**src/rtl/window_pointer_unit_if.sv**
```systemverilog
// Request/status bundle between the control unit and window_pointer_unit.
//
// The control unit (master) drives the window-move requests and the WRPSR/WRWIM
// writes. The window pointer unit (slave) returns the current CWP and WIM, the
// registered trap/illegal pulses and the trap-pending flag.
//
// Signals:
//   save, restore, rett       window move requests, one cycle each
//   trap_enter                trap entry, decrements cwp unconditionally
//   psr_wr, cwp_in            WRPSR strobe and new CWP value
//   wim_wr, wim_in            WRWIM strobe and new WIM value
//   cwp, wim                  current window pointer / invalid mask
//   ovf_trap, unf_trap        one-cycle window overflow / underflow pulses
//   illegal                   one-cycle pulse on conflicting requests
//   trap_pend                 high while waiting for trap entry
interface window_pointer_unit_if #(
    parameter int NWIN  = 4,
    parameter int CWP_W = 2
);
    logic             save;
    logic             restore;
    logic             rett;
    logic             trap_enter;
    logic             psr_wr;
    logic [CWP_W-1:0] cwp_in;
    logic             wim_wr;
    logic [NWIN-1:0]  wim_in;
    logic [CWP_W-1:0] cwp;
    logic [NWIN-1:0]  wim;
    logic             ovf_trap;
    logic             unf_trap;
    logic             illegal;
    logic             trap_pend;

    // Control side: issues requests, observes window state.
    modport master (
        output save, restore, rett, trap_enter, psr_wr, cwp_in, wim_wr, wim_in,
        input  cwp, wim, ovf_trap, unf_trap, illegal, trap_pend
    );

    // Window pointer unit side.
    modport slave (
        input  save, restore, rett, trap_enter, psr_wr, cwp_in, wim_wr, wim_in,
        output cwp, wim, ovf_trap, unf_trap, illegal, trap_pend
    );
endinterface

```
**src/rtl/window_pointer_unit.sv**
```systemverilog
// SPARC V8 Current Window Pointer / Window Invalid Mask holder.
//
// Executes SAVE/RESTORE/RETT/trap-entry window moves and WRPSR/WRWIM writes,
// detects window overflow/underflow against the WIM, and holds a trap-pending
// state until control acknowledges with trap entry. The cwp output feeds
// register_file_coupler directly.
//
// Ports:
//   clk    system clock, all state updates on the rising edge
//   rst_n  asynchronous active-low reset
//   bus    window_pointer_unit_if.slave: requests in, cwp/wim/pulses out
module window_pointer_unit #(
    parameter int NWIN  = 4,
    parameter int CWP_W = 2
) (
    input  logic                  clk,
    input  logic                  rst_n,
    window_pointer_unit_if.slave  bus
);

    typedef enum logic {
        RUN,
        TRAPPED
    } state_t;

    state_t           state_q, state_nxt;
    logic [CWP_W-1:0] cwp_q, cwp_nxt;
    logic [NWIN-1:0]  wim_q, wim_nxt;
    logic             ovf_q, ovf_nxt;
    logic             unf_q, unf_nxt;
    logic             ill_q, ill_nxt;

    logic [CWP_W-1:0] cwp_dec;
    logic [CWP_W-1:0] cwp_inc;
    logic             conflict;

    // Window neighbours. NWIN is a power of two, so the natural wrap of a
    // CWP_W-bit add/subtract gives the modulo-NWIN arithmetic for free.
    always_comb begin
        cwp_dec  = cwp_q - CWP_W'(1);
        cwp_inc  = cwp_q + CWP_W'(1);
        conflict = (bus.save & bus.restore) | (bus.save & bus.rett) |
                   (bus.restore & bus.rett);
    end

    // Next-state logic. At most one cwp action is chosen per cycle by the
    // priority chain. The WIM write runs alongside whatever cwp action is
    // chosen, while the overflow/underflow checks look at the old wim_q.
    // Pulses default to zero so they only ever last a single cycle.
    always_comb begin
        state_nxt = state_q;
        cwp_nxt   = cwp_q;
        wim_nxt   = bus.wim_wr ? bus.wim_in : wim_q;
        ovf_nxt   = 1'b0;
        unf_nxt   = 1'b0;
        ill_nxt   = 1'b0;

        unique case (state_q)
            RUN: begin
                if (bus.trap_enter) begin
                    cwp_nxt = cwp_dec;
                end else if (bus.psr_wr) begin
                    cwp_nxt = bus.cwp_in;
                end else if (conflict) begin
                    ill_nxt = 1'b1;
                end else if (bus.save) begin
                    if (wim_q[cwp_dec]) begin
                        ovf_nxt   = 1'b1;
                        state_nxt = TRAPPED;
                    end else begin
                        cwp_nxt = cwp_dec;
                    end
                end else if (bus.restore || bus.rett) begin
                    if (wim_q[cwp_inc]) begin
                        unf_nxt   = 1'b1;
                        state_nxt = TRAPPED;
                    end else begin
                        cwp_nxt = cwp_inc;
                    end
                end
            end

            TRAPPED: begin
                // Window moves are dropped here; only trap entry leaves.
                if (bus.trap_enter) begin
                    cwp_nxt   = cwp_dec;
                    state_nxt = RUN;
                end else if (bus.psr_wr) begin
                    cwp_nxt = bus.cwp_in;
                end
            end

            default: begin
                state_nxt = RUN;
            end
        endcase
    end

    // State register. Reset drops any pending trap and clears all pulses.
    always_ff @(posedge clk or negedge rst_n) begin
        if (!rst_n) begin
            state_q <= RUN;
            cwp_q   <= '0;
            wim_q   <= '0;
            ovf_q   <= 1'b0;
            unf_q   <= 1'b0;
            ill_q   <= 1'b0;
        end else begin
            state_q <= state_nxt;
            cwp_q   <= cwp_nxt;
            wim_q   <= wim_nxt;
            ovf_q   <= ovf_nxt;
            unf_q   <= unf_nxt;
            ill_q   <= ill_nxt;
        end
    end

    // Outputs come straight from registers.
    assign bus.cwp       = cwp_q;
    assign bus.wim       = wim_q;
    assign bus.ovf_trap  = ovf_q;
    assign bus.unf_trap  = unf_q;
    assign bus.illegal   = ill_q;
    assign bus.trap_pend = (state_q == TRAPPED);

endmodule

```
**src/flat_wrapper.sv**
```systemverilog
// flat-port wrapper written by rule: the top's interface ports become plain ports
module window_pointer_unit_flat 
#(
    parameter int NWIN  = 4,
    parameter int CWP_W = 2
)
  (clk, rst_n, bus_save, bus_restore, bus_rett, bus_trap_enter, bus_psr_wr, bus_cwp_in, bus_wim_wr, bus_wim_in, bus_cwp, bus_wim, bus_ovf_trap, bus_unf_trap, bus_illegal, bus_trap_pend);
  window_pointer_unit_if #(.NWIN(NWIN), .CWP_W(CWP_W)) bus_i ();
  input  logic clk;
  input  logic rst_n;
  input wire logic [$bits(bus_i.save)-1:0] bus_save;
  input wire logic [$bits(bus_i.restore)-1:0] bus_restore;
  input wire logic [$bits(bus_i.rett)-1:0] bus_rett;
  input wire logic [$bits(bus_i.trap_enter)-1:0] bus_trap_enter;
  input wire logic [$bits(bus_i.psr_wr)-1:0] bus_psr_wr;
  input wire logic [$bits(bus_i.cwp_in)-1:0] bus_cwp_in;
  input wire logic [$bits(bus_i.wim_wr)-1:0] bus_wim_wr;
  input wire logic [$bits(bus_i.wim_in)-1:0] bus_wim_in;
  output wire logic [$bits(bus_i.cwp)-1:0] bus_cwp;
  output wire logic [$bits(bus_i.wim)-1:0] bus_wim;
  output wire logic [$bits(bus_i.ovf_trap)-1:0] bus_ovf_trap;
  output wire logic [$bits(bus_i.unf_trap)-1:0] bus_unf_trap;
  output wire logic [$bits(bus_i.illegal)-1:0] bus_illegal;
  output wire logic [$bits(bus_i.trap_pend)-1:0] bus_trap_pend;
  assign bus_i.save = bus_save;
  assign bus_i.restore = bus_restore;
  assign bus_i.rett = bus_rett;
  assign bus_i.trap_enter = bus_trap_enter;
  assign bus_i.psr_wr = bus_psr_wr;
  assign bus_i.cwp_in = bus_cwp_in;
  assign bus_i.wim_wr = bus_wim_wr;
  assign bus_i.wim_in = bus_wim_in;
  assign bus_cwp = bus_i.cwp;
  assign bus_wim = bus_i.wim;
  assign bus_ovf_trap = bus_i.ovf_trap;
  assign bus_unf_trap = bus_i.unf_trap;
  assign bus_illegal = bus_i.illegal;
  assign bus_trap_pend = bus_i.trap_pend;
  window_pointer_unit #(.NWIN(NWIN), .CWP_W(CWP_W)) u_core (.clk(clk), .rst_n(rst_n), .bus(bus_i));
endmodule
```
**config.mk**
```make
export PLATFORM = sky130hd
export DESIGN_NAME = window_pointer_unit_flat
export DESIGN_NICKNAME = d
export VERILOG_FILES = /design/src/rtl/window_pointer_unit_if.sv /design/src/rtl/window_pointer_unit.sv /design/src/flat_wrapper.sv
export SDC_FILE = /design/constraint.sdc
export NUM_CORES = 1
export LEC_CHECK = 0
export ABC_AREA = 1
export CAP_MARGIN = 0
export CELL_PAD_IN_SITES_DETAIL_PLACEMENT = 0
export CELL_PAD_IN_SITES_GLOBAL_PLACEMENT = 2
export CORE_MARGIN = 10
export CORE_UTILIZATION = 22
export CTS_CLUSTER_SIZE = 30
export DETAILED_ROUTE_END_ITERATION = 8
export PLACE_DENSITY = 0.88
export SLEW_MARGIN = 20
export SYNTH_ARGS = -nofsm -noshare
export SYNTH_HDL_FRONTEND = slang
export SYNTH_SLANG_ARGS = --single-unit
```
**constraint.sdc**
```tcl
create_clock -name clk -period 1.3 [get_ports clk]
set_input_delay 0.26 -clock clk [delete_from_list [all_inputs] [get_ports clk]]
set_output_delay 0.26 -clock clk [all_outputs]
set_load 0.01 [all_outputs]
```
* Word-level counts from Yosys, hierarchy flattened
Cells that the tools add are included.
** Operators by class
- $mul :: 0
- $add $sub $neg :: 2
- Shift-type cells :: 0
- Equal/unequal tests :: 5
- Magnitude comparators :: 2
- Div/mod/pow operators :: 0
- Bitwise gates (word level) :: 6
- Multiplexer cells :: 37
- Reductions and logical operators :: 2
** Operators with widths (count)
- 2-to-1 mux 1 bit :: 24
- 2-to-1 mux 2 bit :: 9
- != test 5 bit, second input constant :: 2
- < comparator 2 x 3 -> 1 bit, second input constant :: 2
- != test 5 x 4 -> 1 bit, second input constant :: 1
- AND reduction 5 bit :: 1
- binary-select mux 1 bit (select 2 bit) :: 2
- != test 4 bit, second input constant :: 1
- one-hot mux 2 bit (2 select lines) :: 1
- AND 1 bit :: 3
- != test 3 bit, second input constant :: 1
- adder 2 x 1 -> 2 bit, second input constant :: 1
- bitwise OR 1 bit :: 2
- one-hot mux 1 bit (2 select lines) :: 1
- subtractor 2 x 1 -> 2 bit, second input constant :: 1
- logical OR 1 bit :: 1
- inverter 1 bit :: 1
** Storage, ports and cells
- Output and inout bits :: 10
- Latch bits :: 0
- Flip-flop bits (word level) :: 10
- Memory bits (writable) :: 0
- Memories kept :: 0
- Logic and storage cells :: 60
- Memory bits (read-only) :: 0
- Input port bits :: 14

* Logic depth before layout (Yosys ltp)
- Depth in word-level cells :: 10
- Mapped depth :: 10
- Mapped depth without buffers :: 9

* Least setup slack after synthesis
No wires, ideal clock.
- Path kind :: reg2reg
- From :: reg u_core.cwp_q[0] (netlist: u_core.bus.cwp[0])
- To :: reg u_core.cwp_q[1] (netlist: u_core.bus.cwp[1])
- Data required time :: 1.182 ns
- Cell stages (with the launch flop) :: 10
- Arrival :: 1.119 ns
- Path slack :: 0.062 ns
- Path buffers :: 1
- Setup time :: 0.118 ns
- Period minus slack after synthesis :: 1.238 ns
- Cells stage by stage :: dfrtp_1 buf_6 inv_4 nand2_2 nand2_2 nand2_1 nand3_2 nand4_1 nand2_1 nand2_1
** On the way
- Longest elaborated chain between the ends :: 8
- Elaborated cells on any way between the ends :: 18
- Classes of those cells :: add/sub (2); eq/ne (2); mux (13); reduce/logical (1)
** Ends and longest elaborated chain
- start, declared :: RTL line window_pointer_unit.sv:27 : logic [CWP_W-1:0] cwp_q, cwp_nxt;
- start signal, assigned :: RTL line window_pointer_unit.sv:110 : cwp_q <= cwp_nxt;
- adder 2 x 1 -> 2 bit :: RTL line window_pointer_unit.sv:41 : cwp_inc = cwp_q + CWP_W'(1);
- 2-to-1 mux 2 bit :: RTL line window_pointer_unit.sv:74 : if (wim_q[cwp_inc]) begin
- 2-to-1 mux 2 bit :: RTL line window_pointer_unit.sv:73 : end else if (bus.restore || bus.rett) begin
- 2-to-1 mux 2 bit :: RTL line window_pointer_unit.sv:66 : end else if (bus.save) begin
- 2-to-1 mux 2 bit :: RTL line window_pointer_unit.sv:64 : end else if (conflict) begin
- 2-to-1 mux 2 bit :: RTL line window_pointer_unit.sv:62 : end else if (bus.psr_wr) begin
- 2-to-1 mux 2 bit :: RTL line window_pointer_unit.sv:60 : if (bus.trap_enter) begin
- one-hot mux 2 bit (2 select lines) :: RTL line window_pointer_unit.sv:58 : unique case (state_q)
Several ways; a longest one is shown, not always the timed one. The select of a mux whose other input is x is not followed.
A chain may end at the register's enable or synchronous reset.

* Worst setup path in the final report
- From :: reg u_core.cwp_q[0] (netlist: u_core.bus.cwp[0])
- To :: reg u_core.state_q (netlist: u_core.bus.trap_pend)
** On the way
- Longest elaborated chain between the ends :: 10
- Elaborated cells on any way between the ends :: 14
- Classes of those cells :: add/sub (2); mux (12)
** Ends and longest elaborated chain
- adder 2 x 1 -> 2 bit :: RTL line window_pointer_unit.sv:41
- binary-select mux 1 bit (select 2 bit) :: RTL line window_pointer_unit.sv:74
- 2-to-1 mux 1 bit (implied by the code) :: RTL line window_pointer_unit.sv:74
- 2-to-1 mux 1 bit :: RTL line window_pointer_unit.sv:74
- 2-to-1 mux 1 bit :: RTL line window_pointer_unit.sv:73
- 2-to-1 mux 1 bit (*) :: RTL line window_pointer_unit.sv:66
- 2-to-1 mux 1 bit (*) :: RTL line window_pointer_unit.sv:64
- 2-to-1 mux 1 bit (*) :: RTL line window_pointer_unit.sv:62
- 2-to-1 mux 1 bit (*) :: RTL line window_pointer_unit.sv:60
- one-hot mux 1 bit (2 select lines) (*) :: RTL line window_pointer_unit.sv:58
- named net u_core.state_nxt :: RTL line window_pointer_unit.sv:26 : state_t state_q, state_nxt;
- end signal, assigned :: RTL line window_pointer_unit.sv:109 : state_q <= state_nxt;
- end, declared :: RTL line window_pointer_unit.sv:26
Mark *: on every way through the listed nets, which the timed path passes. The rest lies on a longest branch. The select of a mux whose other input is x is not followed.

==> metrics.txt <==
end of the worst register-to-register path u_core.bus.trap_pend$_DFF_PN0_; cell seen most often among critical-path stages sky130_fd_sc_hd__nand2_2; most instantiated flip-flop cell in the synthesis netlist sky130_fd_sc_hd__dfrtp_1; count of inserted antenna diode cells 0; launch point of the critical path u_core.bus.cwp[0]$_DFFE_PN0P_; post-route worst hold slack 0.3136 ns; worst slack, placed -0.2659 ns; I/O pin count 24; clock sink count 10; post-synthesis register bit count 10; CP Class flip-flop to flip-flop; Req. time, crit path 1.50 ns; CP Buf/Inv Count 2; number of remaining DRC errors 0; Clk pin slew, worst setup/hold paths 0.07 ns; total count of hold-check failures in the final report 0; initial DRC count 30; RR Startpoint u_core.bus.cwp[0]$_DFFE_PN0P_; area of all sequential standard cells 252.7 um2; fill cell count 310; Hold Path Class input port to asynchronous set/reset pin; post-detailed-route via-to-cell ratio 4.251; die area 5579 um2; area of combinational cells with multiple inputs 377.9 um2; average detailed-routed wire length per instance 11.08 um; DP Cell Count 161; sequential element share of the synthesized area 38.02%; number of enable flip-flop cells after synthesis 0; Final WS setup 0.01072 ns; post-route non-filler standard cell count 167; commonest non-fill, non-tap cells in the layout 30 x sky130_fd_sc_hd__nand2_1, 13 x sky130_fd_sc_hd__inv_1, 13 x sky130_fd_sc_hd__nand2_2, 13 x sky130_fd_sc_hd__clkdlybuf4s50_1, 10 x sky130_fd_sc_hd__dlygate4sd2_1; via count of the first global-routing pass 691; final design utilization 37.96%; type of element launching the critical path flip-flop; commonest non-fill, non-tap cell in the layout sky130_fd_sc_hd__nand2_1; share of final-layout standard cells stronger than drive strength 1 28.68%; largest net degree at the start of global routing 11; cells traversed along the worst timing path buf_6 -> buf_6 -> nand2_2 -> nand2_2 -> nand2_2 -> nand3b_1 -> or2_1 -> nand3b_1; post-layout instance area 1065 um2; routability cong. 0.8181; Inserted Clock Buffers 3; worst-case headroom to the max-slew limit 68.61%; Final nets 151; source-to-sink clock delay at the later pin of the worst-skew pair 0.26 ns; leakage power 0.5523 nW; Max Fclk 775.6 MHz; overall routing resource usage 7.183%; Via Count 710; global-route wire length before repair 3091 um; count of standard-cell rows 19; Synth Cell Area 658.1 um2; final total negative setup slack 0 ns; Min Clock Period, post-route 1.289 ns; deepest clock path buffer count 2; number of antenna violations at the first check in global routing 0; CP delay by family, top simple AND/OR/NAND/NOR gates; async set-reset flop share out of synthesis 100.0%; Mapped Nets 114; total of max-cap violations 0; Synth cell types 19; crit path max fanout 5; worst-path cell with the longest stage delay sky130_fd_sc_hd__dfrtp_2; power density over the cells 1518 nW/um2; combinational fraction of design power 56.1%; post-detailed-routing wire length 1850 um; placeable core region 2805 um2; root buf cell sky130_fd_sc_hd__clkbuf_4; Avg Cell Area, Syn 6.581 um2; Cell Int Power 0.9425 mW; hold buffer count at CTS 0; count of port buffers added during placement 23; Worst Max-Slew Pin Slew 0.4694 ns; TritonCTS clock tree yes; worst reg2reg path depth 8; setup repair after global routing missed its margin yes; drt pass-1 iters 4; relative contribution of sequential cells to total power 26.2%; internal reg-to-reg setup slack 0.01 ns; relative contribution of the clock network to total power 17.7%; fraction of the cycle the final worst path needs 99.18%; maximum resistive drop on vdd 0.4511 mV; Critical Path Sink Type flip-flop; initial standard-cell utilization of the core 23.46%; HPWL Detailed 1544 um; count of endpoints failing setup in the final report 0; Warnings, synthesis 0; biggest cell delay along the critical path 0.41 ns; height of the chip 74.70 um; global route total overflow 0; sw frac 41.68%; cell count after synthesis 100; synthesis-to-finish area growth 61.79%; Die Wd 74.70 um; final max-slew violation count 0; Worst Skew 0.0003449 ns; Post-DRT Antenna Nets 0; run status finished clean; CTS H-tree depth 1; standard cell area after detailed placement 975.9 um2; Power, Total 1.616 mW; switching power of the nets 0.6735 mW; Arr. time, crit path 1.49 ns
==> registers in the layout, summed over array words and instances, names as in the netlist <==
register and count:
u_core.bus.wim 4, u_core.bus.illegal 1, u_core.bus.trap_pend 1, u_core.bus.unf_trap 1, u_core.bus.cwp 2, u_core.bus.ovf_trap 1
==> cell type report <==
class | instances | share of cell area, %
tap | 31 | 3.643
clock buffer | 4 | 3.408
multi-input combinational | 74 | 35.49
inverter | 15 | 5.523
sequential | 10 | 23.74
timing repair buffer | 33 | 28.20
==> cells by family after synthesis <==
kind of cell	Yosys count	share of synthesized area (%)
DFF	10	38.02
buffers and inverters	16	10.65
and+or+nand+nor	65	43.92
AOI/OAI and AO/OA	9	7.413
==> cell usage after synthesis, types with 2 or more instances <==
master	n	area, um2
sky130_fd_sc_hd__nand2_1	42	157.7
sky130_fd_sc_hd__inv_1	13	48.80
sky130_fd_sc_hd__dfrtp_1	10	250.2
sky130_fd_sc_hd__o21ai_0	7	35.03
sky130_fd_sc_hd__nor2_1	6	22.52
sky130_fd_sc_hd__nand3_1	3	15.01
sky130_fd_sc_hd__nand3b_1	3	22.52
sky130_fd_sc_hd__nand4_1	3	18.77
sky130_fd_sc_hd__nand2_2	2	12.51
sky130_fd_sc_hd__nor2_2	2	12.51
==> power by group through the flow <==
stage               combinational [mW]  sequential, mW  clock (mW)
finish                           0.906           0.423       0.287
global route                      1.01           0.433       0.307
CTS                              0.849           0.424       0.299
detailed placement               0.754           0.455           0
global placement                 0.754           0.454           0
floorplan                        0.462           0.450           0
==> worst max path at each step <==
| stage | slack (ns) | cells past startpoint | end |
|---|---|---|---|
| after floorplan | 0.06 | 9 | u_core.bus.cwp[1]$_DFFE_PN0P_ |
| after global placement | -0.22 | 8 | u_core.bus.cwp[1]$_DFFE_PN0P_ |
| after detailed placement | -0.27 | 7 | u_core.bus.cwp[1]$_DFFE_PN0P_ |
| after CTS | 0.003 | 9 | u_core.bus.cwp[1]$_DFFE_PN0P_ |
| after global routing | -0.09 | 10 | u_core.bus.cwp[0]$_DFFE_PN0P_ |
| final | 0.01 | 8 | u_core.bus.trap_pend$_DFF_PN0_ |
==> per-layer routing <==
metal	vias up	part of all wire, %	global-route usage, %	wire [um]
li1	384	-	-	-
met1	315	41	7.821	767
met2	9	53	12.20	986
met3	2	3.7	1.577	68
met4	0	1.5	5.042	27
met5	-	0	0	0
==> repair_timing <==
item,4_1_cts,5_1_grt
pin swaps,2,17
cloned,0,0
setup endpoints to repair,12,4
resized for setup,17,13
setup buffers,2,0
Power figures use the tool's default switching activity.
